==> src/rtl/z_run_length_encoder.sv <==
// Run-length encoder for a sampled bit stream: closes runs into {value, length}
// records and queues them in a small FIFO with a sticky drop flag.
module z_run_length_encoder #(
    parameter int CNT_W = 8,
    parameter int DEPTH = 4
) (
    input  logic                     clock,
    input  logic                     reset,
    input  logic                     z,
    input  logic                     in_en,
    input  logic                     flush,
    output logic                     out_valid,
    input  logic                     out_ready,
    output logic                     out_value,
    output logic [CNT_W-1:0]         out_len,
    output logic [$clog2(DEPTH):0]   occupancy,
    output logic                     overflow
);

    localparam int               AW     = $clog2(DEPTH);
    localparam logic [CNT_W-1:0] MAXLEN = '1;
    localparam logic [AW:0]      FULL   = (AW+1)'(DEPTH);

    logic             run_active_q, run_active_d;
    logic             run_val_q, run_val_d;
    logic [CNT_W-1:0] run_len_q, run_len_d;
    logic [AW-1:0]    wr_ptr_q, rd_ptr_q;
    logic [AW:0]      occ_q, occ_d;
    logic             overflow_q;

    logic             val_mem_q [DEPTH];
    logic [CNT_W-1:0] len_mem_q [DEPTH];

    logic             push;
    logic             pop;
    logic             wr_en;
    logic             full;

    // Run tracking: decides whether this edge closes a run and what the new run looks like.
    always_comb begin
        run_active_d = run_active_q;
        run_val_d    = run_val_q;
        run_len_d    = run_len_q;
        push         = 1'b0;
        if (flush) begin
            push = run_active_q;
            if (in_en) begin
                run_active_d = 1'b1;
                run_val_d    = z;
                run_len_d    = CNT_W'(1);
            end else begin
                run_active_d = 1'b0;
            end
        end else if (in_en) begin
            if (!run_active_q) begin
                run_active_d = 1'b1;
                run_val_d    = z;
                run_len_d    = CNT_W'(1);
            end else if (z == run_val_q) begin
                if (run_len_q == MAXLEN) begin
                    // Saturated run is emitted and continues as a fresh run of the same value.
                    push      = 1'b1;
                    run_len_d = CNT_W'(1);
                end else begin
                    run_len_d = run_len_q + CNT_W'(1);
                end
            end else begin
                push      = 1'b1;
                run_val_d = z;
                run_len_d = CNT_W'(1);
            end
        end
    end

    // A push into a full FIFO is still accepted when the head leaves on the same edge.
    always_comb begin
        full  = (occ_q == FULL);
        pop   = out_valid && out_ready;
        wr_en = push && (!full || pop);
        occ_d = occ_q;
        if (wr_en && !pop) begin
            occ_d = occ_q + (AW+1)'(1);
        end else if (!wr_en && pop) begin
            occ_d = occ_q - (AW+1)'(1);
        end
    end

    always_ff @(posedge clock or posedge reset) begin
        if (reset) begin
            run_active_q <= 1'b0;
            run_val_q    <= 1'b0;
            run_len_q    <= '0;
            wr_ptr_q     <= '0;
            rd_ptr_q     <= '0;
            occ_q        <= '0;
            overflow_q   <= 1'b0;
        end else begin
            run_active_q <= run_active_d;
            run_val_q    <= run_val_d;
            run_len_q    <= run_len_d;
            occ_q        <= occ_d;
            if (wr_en) begin
                wr_ptr_q <= wr_ptr_q + AW'(1);
            end
            if (pop) begin
                rd_ptr_q <= rd_ptr_q + AW'(1);
            end
            if (push && full && !pop) begin
                overflow_q <= 1'b1;
            end
        end
    end

    always_ff @(posedge clock) begin
        if (wr_en) begin
            val_mem_q[wr_ptr_q] <= run_val_q;
            len_mem_q[wr_ptr_q] <= (push && run_len_q == MAXLEN && in_en && !flush && z == run_val_q)
                                   ? MAXLEN : run_len_q;
        end
    end

    // Head fields are masked while empty so reset and idle both present zeros.
    assign out_valid = (occ_q != '0);
    assign out_value = out_valid & val_mem_q[rd_ptr_q];
    assign out_len   = out_valid ? len_mem_q[rd_ptr_q] : '0;
    assign occupancy = occ_q;
    assign overflow  = overflow_q;

endmodule

==> config.mk <==
export PLATFORM = sky130hd
export DESIGN_NAME = z_run_length_encoder
export DESIGN_NICKNAME = d
export VERILOG_FILES = /design/src/rtl/z_run_length_encoder.sv
export SDC_FILE = /design/constraint.sdc
export NUM_CORES = 1
export LEC_CHECK = 0
export ABC_AREA = 1
export CORE_ASPECT_RATIO = 0.7
export CORE_MARGIN = 5
export CORE_UTILIZATION = 35
export DETAILED_ROUTE_END_ITERATION = 8
export GPL_TIMING_DRIVEN = 0
export PLACE_DENSITY_LB_ADDON = 0.2
export SYNTH_ARGS = -nofsm -noshare
export SYNTH_HDL_FRONTEND = slang
export SYNTH_SLANG_ARGS = --single-unit
export TNS_END_PERCENT = 20
==> constraint.sdc <==
create_clock -name clock -period 2.7 [get_ports clock]
set_input_delay 0.27 -clock clock [delete_from_list [all_inputs] [get_ports clock]]
set_output_delay 0.27 -clock clock [all_outputs]
set_load 0.05 [all_outputs]
==> results.yml, run 1 <==
synth:
  syn_nets: 249
  synthCells: 236
  yosys.cell_types.count: 26
  yosysMostFrequentCell: "nor2_1"
  async_reset_ff_share_pct: 33.3
  postSynthAreaPerCell_sq_um: 10.4
  synth-edff-count: 36
  ys_ff_latch: 54
  seq_area_frac_synth_pct: 62.5
  synth_top_area_share_pct: 44.1
  synth.top_cells.by_count: "nor2_1 (50), edfxtp_1 (36), nand2_1 (29)"
  yosys-top-cells-area: "edfxtp_1 (44%), dfrtp_1 (18%), nor2_1 (7.7%)"
  synth.cell_area_sq_um: 2450
  ys_warn_count: 0
  synth_area_leader_cell: "edfxtp_1"
  synth_ff_type: "edfxtp_1"
sta:
  fin_crit_sh_pct: 88.3
  slew_headroom_pct: 41.9
  setup_viol: 0
  tns_ns: 0
  rsz0062_at_grt: "no"
  fin_crit_ns: 2.38
  worstMarginPinSlew_ns: 0.868
  max_freq_mhz: 419
  slew_viol_final: 0
  skew_ns: 0.0160
  holdWs_ns: 0.376
  hold_viol: 0
clock_tree:
  cts_hold_buf: 0
  clk_pin_slew_ns: 0.10
  root_buffer: "clkbuf_8"
  numCtsBuffers: 5
  numClockSinks: 54
  clk_latency_ns: 0.31
  clock_path_buffers: 2
  h-tree-depth: 2
  cts_tree: "built"
power_and_ir_drop:
  fin_total_pwr_mw: 3.19
  p_leak_nw: 1.15
  power_density_nw_per_um2: 1110
  peakVddDrop_uv: 431
place:
  dpl.hpwl_microns: 3320
  placed_area_sq_um: 2760
  portBuffers: 19
  place_congestion: 0.731
flow_run:
  maxCapViolCount: 0
drt:
  wl_microns: 4710
  antenna_left: 0
  wl_per_cell_microns: 13.2
  dr.pass1.iters: 4
  post-route-drc-count: 0
  drt-vias-per-instance: 4.41
  drt_iter0_drc: 84
  vias: 1573
grt:
  grt_max_degree: 19
  grt_pass1_vias: 1575
  antenna_found_initial: 0
  grt.total_usage_pct: 12.0
  grt.overflow.total: 0
  grt_pass1_wl_microns: 8060
die:
  fp-row-count: 25
  die_w_microns: 110
  io_pins: 20
  die_h_microns: 80.0
  start_util_pct: 36.1
  core_sq_um: 6790
  die-area_sq_um: 8800
worst_setup_path:
  crit_path_top_delay_cell: "dlygate4sd2_1"
  critPathMaxFanout: 10
  r2r_end: "len_mem_q[3][0]"
  critical_path_class: "flop to output port"
  regToRegSetupSlack_ns: 0.40
  worstRegToRegCells: 7
  slowest_delay_ns: 0.55
  required_ns: 2.43
  crit_arrival_ns: 2.11
  path_delay_family: "buffers and inverters"
  end_kind: "output port"
  cp-start-kind: "flop"
  path_cells: "inv_1, clkbuf_2, o21ai_0, a21oi_1, dlygate4sd2_1"
  timing.rr.start: "run_len_q[0]"
  critical_path_buf_inv_count: 3
cells_and_area:
  final_area_sq_um: 2860
  area_growth_pct: 16.9
  n_antenna_cell: 0
  num-nets-final: 275
  drive_above_1_share_pct: 8.75
  fill_cells: 669
worst_hold_path:
  hold_path.class: "input pin to async pin"
outcome:
  status: "finished, final reports clean"
==> power breakdown <==
part / switching (mW) / internal (mW)
combinational: 1.07 / 0.419
sequential: 0.0979 / 1.05
clock: 0.273 / 0.281
total: 1.44 / 1.75
==> flip-flops by register name, summed over array words and instances (netlist names) <==
register      flops
run_active_q      1
occupancy         3
rd_ptr_q          2
run_len_q         8
val_mem_q         4
len_mem_q        32
run_val_q         1
overflow          1
wr_ptr_q          2
==> worst reg2reg max path, cell delays in order, from the launching register on <==
cell,delay (ns)
dfrtp_1,0.40
ha_1,0.22
nand3_2,0.12
nor2_4,0.14
nand2_1,0.09
nand3_2,0.11
nand3_2,0.15
nor2_1,0.70
==> kinds of logic (layout without fill, tap and decap cells) <==
| kind of cell | after synthesis | after routing | share of synthesized area, % |
|---|---|---|---|
| XOR/XNOR | 6 | 6 | 2.15 |
| adder cells (fa/ha/maj) | 7 | 7 | 3.88 |
| AO/OA/AOI/OAI | 36 | 36 | 7.61 |
| buffers and inverters | 36 | 63 | 5.98 |
| AND/OR/NAND/NOR | 97 | 97 | 17.8 |
| flip-flops | 54 | 54 | 62.5 |
==> routing by layer <==
| layer | GRT usage, % | part of all wire [%] |
|---|---|---|
| met5 | 0 | 0 |
| met3 | 2.83 | 5.2 |
| met4 | 2.24 | 0.38 |
| met2 | 17.1 | 42 |
| met1 | 18.4 | 53 |
==> stage by stage <==
| step | worst slack, ns | util, % | instances |
|---|---|---|---|
| 2_1_floorplan | 0.464 | - | 236 |
| 6_report | 0.316 | 42.2 | 357 |
| 4_1_cts | 0.113 | 42.2 | 357 |
| 5_1_grt | 0.122 | 42.2 | 357 |
| 3_5_place_dp | 0.173 | 40.6 | 349 |
| 3_3_place_gp | 0.188 | 40.6 | 349 |
==> layout by cell type, fill, tap and decap left out, types with 2 or more instances in the layout <==
cell type / instances
a21oi_1: 14
buf_4: 2
clkbuf_1: 7
clkbuf_8: 5
clkdlybuf4s50_1: 10
dfrtp_1: 18
dlygate4sd2_1: 9
edfxtp_1: 36
ha_1: 6
inv_1: 23
nand2_1: 29
nand3_1: 6
nand3_2: 3
nand4_1: 3
nor2_1: 50
nor2_2: 2
o21ai_0: 20
xnor2_1: 3
xor2_1: 3
==> what timing repair did <==
item | 4_1_cts | 5_1_grt
setup buffers | 0 | 0
gates resized for setup | 9 | 2
setup endpoints to repair | 9 | 5
==> area by class of cell <==
type | count | area [sq um] | area share [%]
plain buffers | 11 | 51.3 | 1.79
clock buffers | 5 | 68.8 | 2.40
clock inverters | 3 | 47.5 | 1.66
inverters | 25 | 96.3 | 3.37
multi-input cells | 146 | 771 | 26.9
flip-flops and latches | 54 | 1530 | 53.5
well taps | 94 | 118 | 4.11
repair buffers | 19 | 179 | 6.25
==> worst max path at each step <==
stage               slack (ns)         start  depth (start not counted)         endpoint
floorplan                 0.46  occupancy[2]                         10     occupancy[2]
global placement          0.19   rd_ptr_q[0]                          5       out_len[0]
detailed placement        0.17         in_en                          7  len_mem_q[1][5]
CTS                       0.11   rd_ptr_q[0]                          5       out_len[0]
global route              0.12   rd_ptr_q[0]                          5       out_len[0]
finish                    0.32   rd_ptr_q[0]                          5       out_len[0]
No activity file was read; power rests on OpenSTA's default activity.
==> run 2, diff against run 1 <==
- CORE_UTILIZATION: 35 -> 40
==> results.yml, run 2 (synthesis gave the netlist of run 1 again) <==
outcome:
  status: "finished, final reports clean"
clock_tree:
  root_buffer: "clkbuf_8"
  numCtsBuffers: 5
  clk_latency_ns: 0.30
  cts_post_setup_buffers_inserted: 0
  cts_tree: "built"
  h-tree-depth: 2
  numClockSinks: 54
  cts_hold_buf: 0
  clk_pin_slew_ns: 0.10
  clock_path_buffers: 2
  cts_resized: 9
drt:
  drt_iter0_drc: 74
  vias: 1563
  wl_microns: 4710
  wl_per_cell_microns: 14.0
  dr.pass1.iters: 4
  antenna_left: 0
  post-route-drc-count: 0
  drt-vias-per-instance: 4.64
worst_setup_path:
  cp-start-kind: "flop"
  required_ns: 2.43
  crit_top_cell: "nor2_1"
  critical_path_buf_inv_count: 3
  slowest_delay_ns: 0.55
  end_kind: "output port"
  critical_path_class: "flop to output port"
  crit_arrival_ns: 2.15
  path_cells: "buf_2, buf_4, nor2_1, nor2_1, o21ai_0, a21oi_1, dlygate4sd2_1"
  crit_path_top_delay_cell: "dlygate4sd2_1"
  path_delay_family: "buffers and inverters"
  critPathMaxFanout: 10
place:
  portBuffers: 19
  place_congestion: 0.736
  dpl.hpwl_microns: 3310
die:
  die_w_microns: 104
  start_util_pct: 41.9
  die-area_sq_um: 7810
  fp-row-count: 23
  io_pins: 20
  core_sq_um: 5840
  die_h_microns: 75.5
cells_and_area:
  largest_register_ffs: 32
  final_common_cell: "nor2_1"
  reg_top3: "len_mem_q: 32 flops, run_len_q: 8 flops, val_mem_q: 4 flops"
  area_growth_pct: 15.4
  drive_above_1_share_pct: 8.40
  n_antenna_cell: 0
  top_register: "len_mem_q"
  most-common-layout-cells: "nor2_1 (50), edfxtp_1 (36), nand2_1 (29)"
  num-nets-final: 274
power_and_ir_drop:
  peakVddDrop_uv: 320
  p_leak_nw: 1.15
  power_density_nw_per_um2: 1120
sta:
  rsz0062_at_grt: "no"
  tns_ns: 0
  fin_crit_sh_pct: 89.8
  hold_viol: 0
  slew_headroom_pct: 40.3
  worstMarginPinSlew_ns: 0.892
  holdWs_ns: 0.404
  fin_crit_ns: 2.42
  slew_viol_final: 0
  max_freq_mhz: 412
  setup_viol: 0
  skew_ns: 0.00686
grt:
  antenna_found_initial: 0
  grt.total_usage_pct: 13.2
  grt_pass1_wl_microns: 8050
  grt_max_degree: 19
  grt.overflow.total: 0
  grt_pass1_vias: 1580
worst_hold_path:
  hold_path.class: "input pin to async pin"
flow_run:
  maxCapViolCount: 0
run 2: changes by cell type in the layout (fill, tap and decap cells not counted), sizes merged:
cell    before  now
clkbuf      13   12
inv         25   24
clkinv       2    3
run 2: final timing paths:
path                       cells past startpoint  slack (ns)    startpoint      endpoint
max                                            7        0.28   rd_ptr_q[0]    out_len[0]
min                                            2        0.40         reset   wr_ptr_q[0]
max reg2reg                                   14        0.38  run_len_q[0]  occupancy[2]
min reg2reg                                    1        0.49      overflow      overflow
max in group asynchronous                      2        1.81         reset  run_len_q[5]
min in group clock                             1        0.49      overflow      overflow
run 2: layout make-up:
| class | instances | area (sq um) |
|---|---|---|
| Clock inverter | 3 | 40.0 |
| Inverter | 25 | 96.3 |
| Clock buffer | 5 | 68.8 |
| Sequential cell | 54 | 1530 |
| Timing Repair Buffer | 19 | 179 |
| Buffer | 10 | 46.3 |
| Tap cell | 75 | 93.8 |
| Fill cell | 546 | 3020 |
| Multi-Input combinational cell | 146 | 771 |
run 2: stage by stage:
stage / utilization [%] / instance area (sq um) / instances / setup WS [ns] / total power [mW]
3_5_place_dp: 46.8 / 2730 / 330 / 0.184 / 2.75
2_1_floorplan: - / 2450 / 236 / 0.464 / 2.25
4_1_cts: 48.4 / 2830 / 338 / 0.126 / 3.20
3_3_place_gp: 46.8 / 2730 / 330 / 0.170 / 2.73
5_1_grt: 48.4 / 2830 / 337 / 0.110 / 3.38
6_report: 48.4 / 2830 / 337 / 0.276 / 3.16
run 2: power breakdown:
part	internal, mW	total (mW)	switching, mW
clock	0.273	0.533	0.260
combinational	0.412	1.48	1.07
sequential	1.05	1.15	0.0981
total	1.74	3.16	1.43
run 2: metal layers:
layer  vias up  part of all wire, %  track usage [%]
li1        821                    -                -
met1       720                   52             18.3
met2        20                   44             21.1
met3         2                  4.0             3.30
met4         0                 0.40             3.35
met5         -                    0                0
run 2: worst register-to-register path: stages, from the launching register on:
cell and delay [ns]:
dfrtp_1 0.40, ha_1 0.22, nand3_2 0.12, nor2_4 0.14
nand2_1 0.09, nand3_2 0.11, nand3_2 0.14, inv_1 0.10
ha_1 0.14, inv_1 0.06, fa_1 0.38, nor2_1 0.11
nor2_1 0.04, nand2_1 0.07, xnor2_1 0.12
